## config.mk

```make
export PLATFORM = sky130hd
export DESIGN_NAME = mod_barrett_const_64b
export DESIGN_NICKNAME = d
export VERILOG_FILES = /design/src/rtl/mod_barrett_const_64b_pkg.sv /design/src/rtl/mod_div_step_64b.sv /design/src/rtl/mod_barrett_const_64b.sv
export SDC_FILE = /design/constraint.sdc
export NUM_CORES = 1
export LEC_CHECK = 0
export ABC_AREA = 1
export BUFFER_PORTS_ARGS = -buffer_cell sky130_fd_sc_hd__buf_2
export CORE_MARGIN = 8
export CORE_UTILIZATION = 55
export CTS_CLUSTER_DIAMETER = 150
export DETAILED_ROUTE_END_ITERATION = 6
export PLACE_DENSITY = 0.72
export SETUP_SLACK_MARGIN = 0.2
export SYNTH_ARGS = -nofsm -noshare
export SYNTH_HDL_FRONTEND = slang
export SYNTH_SLANG_ARGS = --single-unit
```

## constraint.sdc

```tcl
create_clock -name iClk -period 5.9 [get_ports iClk]
set_input_delay 1.18 -clock iClk [delete_from_list [all_inputs] [get_ports iClk]]
set_output_delay 1.18 -clock iClk [all_outputs]
set_load 0.02 [all_outputs]
```

## src/rtl/mod_barrett_const_64b_pkg.sv

```systemverilog
`default_nettype none
// +---------------------------------------------------------------------------+
// | Module   : mod_barrett_const_64b_pkg                                      |
// | Purpose  : Shared widths, iteration count and FSM state type for the     |
// |            Barrett constant generator (floor(2^128/M), 2^128 mod M).      |
// | Contents : MOD_W, U_W, R_W, ITER_COUNT, CNT_W, state_t                    |
// | Revision : 1.0 - initial release                                          |
// +---------------------------------------------------------------------------+
package mod_barrett_const_64b_pkg;

   localparam int MOD_W      = 64;          // modulus width
   localparam int U_W        = 128;         // Barrett constant width
   localparam int R_W        = MOD_W + 1;   // partial remainder width
   localparam int ITER_COUNT = 128;         // one quotient bit per iteration
   localparam int CNT_W      = 7;           // holds ITER_COUNT-1 .. 0

   typedef enum logic [1:0] {
      ST_IDLE = 2'd0,
      ST_CALC = 2'd1,
      ST_DONE = 2'd2
   } state_t;

endpackage : mod_barrett_const_64b_pkg
`default_nettype wire

```

## src/rtl/mod_div_step_64b.sv

```systemverilog
`default_nettype none
// +---------------------------------------------------------------------------+
// | Module   : mod_div_step_64b                                               |
// | Purpose  : One restoring-division step: shift the partial remainder left |
// |            by one, subtract M when it fits, and emit the quotient bit.   |
// | Ports    : rem_in  [64:0] partial remainder (always < M)                  |
// |            mod     [63:0] divisor M                                       |
// |            rem_out [64:0] next partial remainder                          |
// |            q_bit          quotient bit for this step                      |
// | Revision : 1.0 - initial release                                          |
// +---------------------------------------------------------------------------+
module mod_div_step_64b
   import mod_barrett_const_64b_pkg::*;
(
   input  logic [R_W-1:0]   rem_in,
   input  logic [MOD_W-1:0] mod,
   output logic [R_W-1:0]   rem_out,
   output logic             q_bit
);

   // Shift is carried one bit wider than the remainder so the compare is
   // exact for every input, even though rem_in < M keeps the top bit clear.
   logic [R_W:0]   shifted;
   logic [R_W-1:0] diff;
   logic           fits;

   always_comb begin
      shifted = {rem_in, 1'b0};
      fits    = (shifted >= {2'b00, mod});
      diff    = shifted[R_W-1:0] - {1'b0, mod};
      rem_out = fits ? diff : shifted[R_W-1:0];
      q_bit   = fits;
   end

endmodule : mod_div_step_64b
`default_nettype wire

```

## src/rtl/mod_barrett_const_64b.sv

```systemverilog
`default_nettype none
// +---------------------------------------------------------------------------+
// | Module   : mod_barrett_const_64b                                          |
// | Purpose  : Computes the Barrett constant oU = floor(2^128 / M) and        |
// |            oRem = 2^128 mod M by bit-serial restoring division, one      |
// |            quotient bit per clock (128-cycle latency).                    |
// | Ports    : iClk    clock, rising edge                                     |
// |            iRstN   asynchronous active-low reset                          |
// |            iClr    synchronous clear back to IDLE (beats iStart)          |
// |            iStart  start request, honoured in IDLE or DONE                |
// |            iMod    modulus M, captured on an accepted start               |
// |            oReady  high in IDLE and DONE                                  |
// |            oValid  high in DONE, results valid                            |
// |            oErr    captured M was 0 or 1                                  |
// |            oU      floor(2^128 / M)                                       |
// |            oRem    2^128 mod M                                            |
// | Revision : 1.0 - initial release                                          |
// +---------------------------------------------------------------------------+
module mod_barrett_const_64b
   import mod_barrett_const_64b_pkg::*;
(
   input  logic             iClk,
   input  logic             iRstN,
   input  logic             iClr,
   input  logic             iStart,
   input  logic [MOD_W-1:0] iMod,
   output logic             oReady,
   output logic             oValid,
   output logic             oErr,
   output logic [U_W-1:0]   oU,
   output logic [MOD_W-1:0] oRem
);

   localparam logic [CNT_W-1:0] CNT_LAST = CNT_W'(ITER_COUNT - 1);

   state_t             state;
   state_t             state_next;
   logic [MOD_W-1:0]   mod_reg;
   logic [R_W-1:0]     rem_reg;
   logic [U_W-1:0]     quo_reg;
   logic [CNT_W-1:0]   cnt;

   logic [R_W-1:0]     rem_step;
   logic               q_bit;
   logic [U_W-1:0]     quo_step;
   logic               accept;
   logic               mod_small;
   logic               last_iter;

   mod_div_step_64b u_step (
      .rem_in  (rem_reg),
      .mod     (mod_reg),
      .rem_out (rem_step),
      .q_bit   (q_bit)
   );

   // Quotient bits arrive MSB first, so shifting in from the right places
   // bit i of the quotient at position i after the final step.
   assign quo_step  = {quo_reg[U_W-2:0], q_bit};
   assign oReady    = (state == ST_IDLE) || (state == ST_DONE);
   assign accept    = iStart && oReady;
   assign mod_small = (iMod[MOD_W-1:1] == '0);
   assign last_iter = (state == ST_CALC) && (cnt == '0);

   always_ff @(posedge iClk or negedge iRstN) begin
      if (!iRstN) begin
         state <= ST_IDLE;
      end else begin
         state <= state_next;
      end
   end

   always_comb begin
      state_next = state;
      if (iClr) begin
         state_next = ST_IDLE;
      end else begin
         case (state)
            ST_IDLE, ST_DONE: begin
               if (iStart) begin
                  state_next = mod_small ? ST_DONE : ST_CALC;
               end
            end
            ST_CALC: begin
               if (cnt == '0) begin
                  state_next = ST_DONE;
               end
            end
            default: state_next = ST_IDLE;
         endcase
      end
   end

   always_ff @(posedge iClk or negedge iRstN) begin
      if (!iRstN) begin
         mod_reg <= '0;
         rem_reg <= '0;
         quo_reg <= '0;
         cnt     <= '0;
         oValid  <= 1'b0;
         oErr    <= 1'b0;
         oU      <= '0;
         oRem    <= '0;
      end else if (iClr) begin
         mod_reg <= '0;
         rem_reg <= '0;
         quo_reg <= '0;
         cnt     <= '0;
         oValid  <= 1'b0;
         oErr    <= 1'b0;
         oU      <= '0;
         oRem    <= '0;
      end else if (accept) begin
         // Dividend 2^128: the leading 1 seeds the remainder and the 128
         // zero bits below it are shifted in by the iterations.
         mod_reg <= iMod;
         rem_reg <= R_W'(1);
         quo_reg <= '0;
         cnt     <= CNT_LAST;
         oValid  <= mod_small;
         oErr    <= mod_small;
         oU      <= '0;
         oRem    <= '0;
      end else if (state == ST_CALC) begin
         rem_reg <= rem_step;
         quo_reg <= quo_step;
         cnt     <= cnt - 1'b1;
         if (last_iter) begin
            oValid <= 1'b1;
            oU     <= quo_step;
            oRem   <= rem_step[MOD_W-1:0];
         end
      end
   end

endmodule : mod_barrett_const_64b
`default_nettype wire
```

* After elaboration in Yosys (flattened, before gate mapping)
Index checks and enable logic that the tools add are counted.
** Storage, ports and cells
- Flip-flop bits (word level) :: 459
- Input bits :: 68
- Output and inout port bits :: 195
- Logic and storage cells :: 59
** Operators by class
- $add $sub $neg :: 2
- $lt $le $gt $ge :: 1
- Equal/unequal tests :: 4
- Multiplexer cells :: 31
- Reduce and logical (&&, ||, !) cells :: 12
** Operators by type and width (number)
- $mux W128 :: 4
- $mux W64 :: 6
- $mux W127 :: 3
- $mux W65 :: 4
- $ge A66 B64 Y1 :: 1
- $sub A65 B64 Y65 :: 1
- $logic_not A63 Y1 :: 1
- $mux W7 :: 3
- $mux W2 :: 4
- $logic_not A7 Y1 :: 1
- $sub A7 B1 Y7 const B :: 1
- $mux W1 :: 6
- $ne A3 B3 Y1 const B :: 2
- $reduce_bool A3 Y1 :: 2
- $pmux W2 S2 :: 1
- $reduce_and A2 Y1 :: 2
- $eq A2 B1 Y1 const B :: 1
- $eq A2 B2 Y1 const B :: 1
- $logic_and A1 B1 Y1 :: 2
- $logic_not A2 Y1 :: 1
- $reduce_bool A2 Y1 :: 1
- $reduce_or A2 Y1 :: 1
- $logic_or A1 B1 Y1 :: 1

* Depth between registers and ports, before layout
Gate-level depths: netlist (run 1).
- Depth after elaboration :: 6
- Mapped depth :: 20
- Gate-level depth less buffers :: 18

* Cells and area by module
From an unflattened synthesis (run 1), not the netlist that was laid out.
** Second synthesis, totals
- Cell total of the unflattened synthesis :: 3589
- Area, all modules :: 25077.8 sq um
** By module, submodules not included
- mod_barrett_const_64b :: instances 1, cells an instance 1954, area each 17779.6 sq um, sequential area each 11486.0 sq um
- mod_div_step_64b :: instances 1, cells an instance 1635, area each 7298.2 sq um, sequential area each 0.0 sq um

* Worst setup path after synthesis (run 1)
OpenSTA, ideal clock, no wires.
- Path kind :: input -> register
- Start :: input port iStart
- End :: register oRem[10]
- Setup time :: 0.066 ns
- Arrival time :: 2.603 ns
- Required time :: 5.834 ns
- Slack :: 3.231 ns
- Cell stages on the path :: 11
- Path buffers :: 2
- Cells stage by stage :: inv_1 nor2_1 nor2_2 inv_2 nor2_1 inv_2 nand2_1 clkbuf_1 clkbuf_1 nand2_1 nand2_1
** On the way
- Word-level cells in the longest chain between the ends :: 3
- Elaborated cells between the ends (all ways) :: 6
- Those cells by class :: mux (2); reduce/logical (4)
** Ends and longest elaborated chain
- from (decl) :: RTL line mod_barrett_const_64b.sv:25 : input logic iStart,
- $logic_and A1 B1 Y1 * :: RTL line mod_barrett_const_64b.sv:61 : assign accept = iStart && oReady;
- $reduce_bool A3 Y1 (no line) / $mux W64 (equally long branches)
- $reduce_and A2 Y1 (no line) / $mux W64 (equally long branches)
- to (signal assigned) :: RTL line mod_barrett_const_64b.sv:131 : oRem <= rem_step[MOD_W-1:0];
- to (decl) :: RTL line mod_barrett_const_64b.sv:31 : output logic [MOD_W-1:0] oRem
Every way passes the cells marked *; elsewhere a longest branch is shown, timed or not.
A chain may end at the register's enable or synchronous reset.

* Worst setup path in the final report (run 1)
- Start :: register rem_reg[8]
- End :: register oRem[0]
** On the way
- Word-level cells in the longest chain between the ends :: 6
** Ends and longest elaborated chain
- from (decl) :: RTL line mod_barrett_const_64b.sv:39 : logic [R_W-1:0] rem_reg;
- from (signal assigned) :: RTL line mod_barrett_const_64b.sv:125 : rem_reg <= rem_step;
- $ge A66 B64 Y1 :: RTL line mod_div_step_64b.sv:29 : fits = (shifted >= {2'b00, mod});
- $mux W65 :: RTL line mod_div_step_64b.sv:31 : rem_out = fits ? diff : shifted[R_W-1:0];
- $mux W64 :: RTL line mod_barrett_const_64b.sv:128 : if (last_iter) begin
- $mux W64 :: RTL line mod_barrett_const_64b.sv:124 : end else if (state == ST_CALC) begin
- $mux W64 :: RTL line mod_barrett_const_64b.sv:113 : end else if (accept) begin
- $mux W64 :: RTL line mod_barrett_const_64b.sv:104 : end else if (iClr) begin
Every way passes these cells. The select of a mux whose other input is x is not followed.

==> results of run 1 <==
==> layer usage <==
layer / vias up / routed length (um) / share of wire (%)
met4: 6 / 2840 / 3.8
met5: - / 48 / 0.064
met1: 10986 / 32300 / 43
met3: 137 / 4480 / 6.0
li1: 11813 / - / -
met2: 587 / 35000 / 47
==> cells in the mapped netlist, drive strengths merged (2+ instances only) <==
library cell / number / area, um^2
xor2: 30 / 263
nand3: 215 / 1100
and2: 5 / 31.3
ha: 66 / 826
nand4: 114 / 713
or2: 7 / 43.8
nor3: 19 / 110
clkbuf: 121 / 454
a21oi: 47 / 235
a32o: 2 / 20.0
o22ai: 2 / 12.5
nand3b: 14 / 105
buf: 35 / 194
inv: 580 / 2180
xnor2: 2 / 17.5
nor4: 15 / 93.8
nand2: 1543 / 5810
o21ai: 209 / 1050
nor2: 250 / 971
dfrtp: 459 / 11500
==> worst max path at each step <==
stage,from,to,depth (start not counted)
detailed placement,rem_reg[7],oRem[0],18
global route,rem_reg[7],oRem[0],18
CTS,rem_reg[7],oRem[0],18
floorplan,iStart,oRem[10],11
global placement,rem_reg[7],oRem[0],18
finish,rem_reg[8],oRem[0],18
==> critical path, stage by stage, from the launching register on <==
cell	delay [ns]
dfrtp_1	0.40
ha_1	0.34
nand2_1	0.16
inv_2	0.04
nand2_1	0.05
nand2_1	0.09
inv_2	0.07
nand3_2	0.13
nand2_1	0.11
nand2_2	0.11
nand2_1	0.12
nand2_2	0.08
nand2_4	0.58
nand3_2	0.83
buf_4	0.52
nand2_1	0.14
inv_1	0.09
nand3_1	0.07
nand2_1	0.06
==> logic make-up after synthesis <==
| kind of cell | count (synthesis) | share of synthesized area (%) |
|---|---|---|
| flops | 459 | 44.6 |
| compound gates | 263 | 5.19 |
| simple gates | 2183 | 34.9 |
| xor+xnor | 32 | 1.09 |
| buf+inv | 737 | 11.0 |
| fa+ha+maj | 67 | 3.28 |
==> where the power goes <==
| part | internal (mW) | total [mW] | switching [mW] |
|---|---|---|---|
| registers | 3.49 | 3.71 | 0.217 |
| clock network | 1.70 | 2.98 | 1.28 |
| logic | 2.69 | 10.2 | 7.53 |
==> through the flow <==
stage / cells / utilization [%] / hold WS (ns)
floorplan: 3741 / - / 0.442
global placement: 4474 / 59.2 / 0.457
detailed placement: 4474 / 59.2 / 0.460
CTS: 4556 / 62.5 / 0.400
global route: 4556 / 62.5 / 0.414
finish: 4556 / 62.5 / 0.415
==> cells in the final DEF, fill, tap and decap left out, drive strengths merged <==
| master | count |
|---|---|
| or2 | 7 |
| a32o | 2 |
| nand2 | 1543 |
| o31ai | 1 |
| o21bai | 1 |
| clkinvlp | 1 |
| nand3b | 14 |
| nor3 | 19 |
| nor3b | 1 |
| xor2 | 30 |
| buf | 282 |
| clkinv | 8 |
| clkbuf | 71 |
| ha | 66 |
| nand3 | 215 |
| fa | 1 |
| a21oi | 47 |
| inv | 581 |
| o21ai | 209 |
| a32oi | 1 |
| nor2 | 250 |
| nand4 | 114 |
| o22ai | 2 |
| dfrtp | 459 |
| and2 | 5 |
| nor4 | 15 |
| xnor2 | 2 |
| bufinv | 2 |
==> cell type report <==
cell class	count	area, um^2	share of cell area [%]
sequential	459	11500	39.7
multi-input combinational	2545	11500	39.6
inverter	581	2190	7.57
timing repair buffer	282	1510	5.21
clock buffer	71	1380	4.75
tap	607	759	2.62
clock inverter	11	163	0.562
==> metrics.yaml, run 1 <==
p_leak_nw: 16.6
place_worst_setup_slack_ns: 1.74
timing.rr.start: "rem_reg[8]"
viasPerCell: 5.16
period_minus_slack_ns: 4.11
worst_pin_slew_ns: 1.21
synth_cell_types: 38
syn_area_per_cell_um2: 6.89
dpl.hpwl_mm: 53.1
setup_tns_ns: 0
dieArea_um2: 54000
r2r_slack_ns: 1.79
htreeDepth: 2
largest_register_ffs: 128
synth_ff_type: "dfrtp_1"
clkTransAtPathRegs_ns: 0.06
ys_ff_latch: 459
post_cts_buffers: 0
grt_setup_unrepaired: "no"
grt_max_degree: 155
gp_congestion: 1.03
finalSetupViolCount: 0
drive_above_1_share_pct: 10.2
holdBufCountCts: 0
start_util_pct: 55.6
drt-wirelength-per-cell_um: 16.4
fmax_mhz: 243
antenna_found_initial: 3
final.setup_skew_ns: 0.0236
worstSetupPathType: "register to register"
ir_worst_vdd_mv: 0.443
crit_arrival_ns: 4.60
hold_path_class: "input port to async pin"
numClockSinks: 459
worst_setup_path_start_kind: "register"
required_ns: 6.38
fp.dieH_um: 232
period_share_pct: 69.7
power_density_nw_per_um2: 584
power_mw: 16.9
syn-num-nets: 3876
cts_resized: 0
rows: 79
ff2ff_path_depth: 18
initialDrtViolationCount: 1821
synthArstFlopShare_pct: 100
placed_area_um2: 27400
yosysWarningCount: 0
area_growth_pct: 12.5
gr-usage-met2_pct: 45.6
cts_tree: "built"
insertedDiodeCount: 0
met1_usage_pct: 35.8
critPathCaptureType: "register"
grt_pass1_wl_mm: 121
io_pins: 263
clockRootBuffer: "clkbuf_16"
synth_area_um2: 25800
busiest_layer: "met2"
final_area_um2: 29000
use_met3_pct: 5.20
dr.pass1.iters: 7
drcViolationCount: 0
final_net_count: 4051
reg2reg_to: "oRem[0]"
syn_inst: 3741
num_vias: 23529
drt-total-wl_mm: 74.6
die_width_um: 232
ant_nets: 0
ys_seq_area_share_pct: 44.6
cp_max_fo: 64
setup_slack_ns: 1.79
maxCapViolCount: 0
grt_pass1_vias: 22920
clock_latency_ns: 0.61
fillers: 4504
hold_viol: 0
grt_overflow: 0
run_status: "finished clean"
grt_use_total_pct: 27.6
slew_viol_final: 0
relSlewSlack_pct: 19.3
core_area_um2: 46400
max-clock-path-buffers: 3
cts_buffers: 47
port_buffers: 262
synth_edf_count: 0
Power figures use the tool's default switching activity.
==> inputs of run 2 (changes only) <==
CORE_UTILIZATION = 54   (was 55)
PLACE_DENSITY = 0.74   (was 0.72)
clock period = 3.75 ns   (was 5.9 ns; I/O delays follow)
==> run 2 against run 1 <==
Effect of this change:
- utilization shrank 1.0 points
- largest power group unchanged
- clock power grew 59%
- total power grew 60%
- highest routed layer unchanged
- sequential share of layout area shrank 0.28 points
- critical path type unchanged
- worst hold slack lost 0.30 ns
- non-clock buffer count grew 11
- register-to-register slack lost 1.1 ns
==> metrics.yaml, run 2 (synthesis results as in run 1) <==
run_status: "finished clean"
final_net_count: 4062
start_util_pct: 54.3
clkTransAtPathRegs_ns: 0.06
cp_max_fo: 63
area_growth_pct: 13.3
rows: 80
drt-wirelength-per-cell_um: 16.5
largest_register_ffs: 128
core_area_um2: 47400
num_vias: 23721
hold_viol: 0
setup_slack_ns: 0.708
post_cts_buffers: 0
gp_congestion: 1.06
cts_buffers: 47
place_worst_setup_slack_ns: 0.739
regArea_um2: 11500
clockRootBuffer: "clkbuf_16"
dr.pass1.iters: 5
drcViolationCount: 0
final.setup_skew_ns: 0.0305
fp.dieH_um: 234
crit_arrival_ns: 3.53
r2r_slack_ns: 0.71
port_buffers: 262
viasPerCell: 5.18
dieArea_um2: 54900
io_pins: 263
numClockSinks: 459
p_leak_nw: 16.7
initialDrtViolationCount: 1786
reg2reg_to: "oRem[63]"
cts_tree: "built"
postLayoutCoreUtil_pct: 61.5
die_width_um: 234
slew_viol_final: 0
final_common_cell: "nand2_1"
worst_pin_slew_ns: 1.19
cts_resized: 0
fillers: 4512
grt_overflow: 0
required_ns: 4.24
fmax_mhz: 329
worst_setup_path_start_kind: "register"
insertedDiodeCount: 0
period_minus_slack_ns: 3.04
ff2ff_path_depth: 16
drive_above_1_share_pct: 10.5
hold_path_class: "input port to async pin"
ir_worst_vdd_mv: 1.19
clock_latency_ns: 0.60
setup_tns_ns: 0
grt_use_total_pct: 27.5
relSlewSlack_pct: 20.4
grt_pass1_vias: 23066
period_share_pct: 81.1
grt_pass1_wl_mm: 122
placed_area_um2: 27600
final_cell_mix: "1538 x nand2_1, 562 x inv_1, 459 x dfrtp_1"
grt_setup_unrepaired: "no"
timing.rr.start: "rem_reg[7]"
power_density_nw_per_um2: 925
grt_max_degree: 193
antenna_found_initial: 3
worstSetupPathType: "register to register"
dpl.hpwl_mm: 53.2
holdBufCountCts: 0
multiInputGateArea_um2: 11500
ant_nets: 0
power_mw: 27.0
final_area_um2: 29200
critPathCaptureType: "register"
htreeDepth: 2
finalSetupViolCount: 0
max-clock-path-buffers: 3
drt-total-wl_mm: 75.5
maxCapViolCount: 0
[run 2: how the worst max path moves through the flow]
stage | from | to | slack, ns
after floorplan | iStart | oRem[10] | 1.51
after global placement | rem_reg[8] | oRem[60] | 0.76
after detailed placement | rem_reg[8] | oRem[60] | 0.74
after CTS | rem_reg[7] | rem_reg[46] | 0.74
after global routing | rem_reg[7] | oRem[57] | 0.52
final | rem_reg[7] | oRem[63] | 0.71
[run 2: per-layer routing]
| metal | part of all wire (%) | vias to the layer above | track usage [%] |
|---|---|---|---|
| li1 | - | 11849 | - |
| met1 | 42 | 11060 | 35.1 |
| met2 | 47 | 632 | 45.2 |
| met3 | 6.2 | 174 | 5.40 |
| met4 | 4.7 | 6 | 12.4 |
| met5 | 0.049 | - | 0 |
[run 2: final cells by class]
class / instances / share of cell area (%)
repair buffers: 293 / 5.71
well taps: 615 / 2.64
multi-input cells: 2545 / 39.4
clock inverters: 15 / 0.626
flip-flops and latches: 459 / 39.4
clock buffers: 73 / 4.78
inverters: 581 / 7.51
[run 2: per-stage QoR]
| step | cells | hold WS (ns) |
|---|---|---|
| after global placement | 4493 | 0.456 |
| after detailed placement | 4493 | 0.459 |
| after floorplan | 3741 | 0.442 |
| after CTS | 4581 | 0.117 |
| final | 4581 | 0.114 |
| after global routing | 4581 | 0.149 |
[run 2: worst max-delay path: stages (launching register included)]
cell and delay [ns]:
dfrtp_1 0.41, ha_1 0.34, nand2_1 0.17, inv_2 0.04
nand2_1 0.06, nand2_1 0.10, inv_2 0.07, nand3_2 0.14
nand2_1 0.11, nand2_2 0.11, nand2_1 0.12, nand2_2 0.08
nand2_4 0.06, buf_4 0.57, nand4_1 0.22, nand4_1 0.19
nand2_1 0.07
[run 2: power by group]
part | internal [mW] | total, mW | switching (mW) | leakage [nW]
Clock | 2.72 | 4.74 | 2.03 | 0.774
Combinational | 4.39 | 16.4 | 12.0 | 9.55
Sequential | 5.49 | 5.83 | 0.333 | 6.35
Total | 12.6 | 27.0 | 14.4 | 16.7
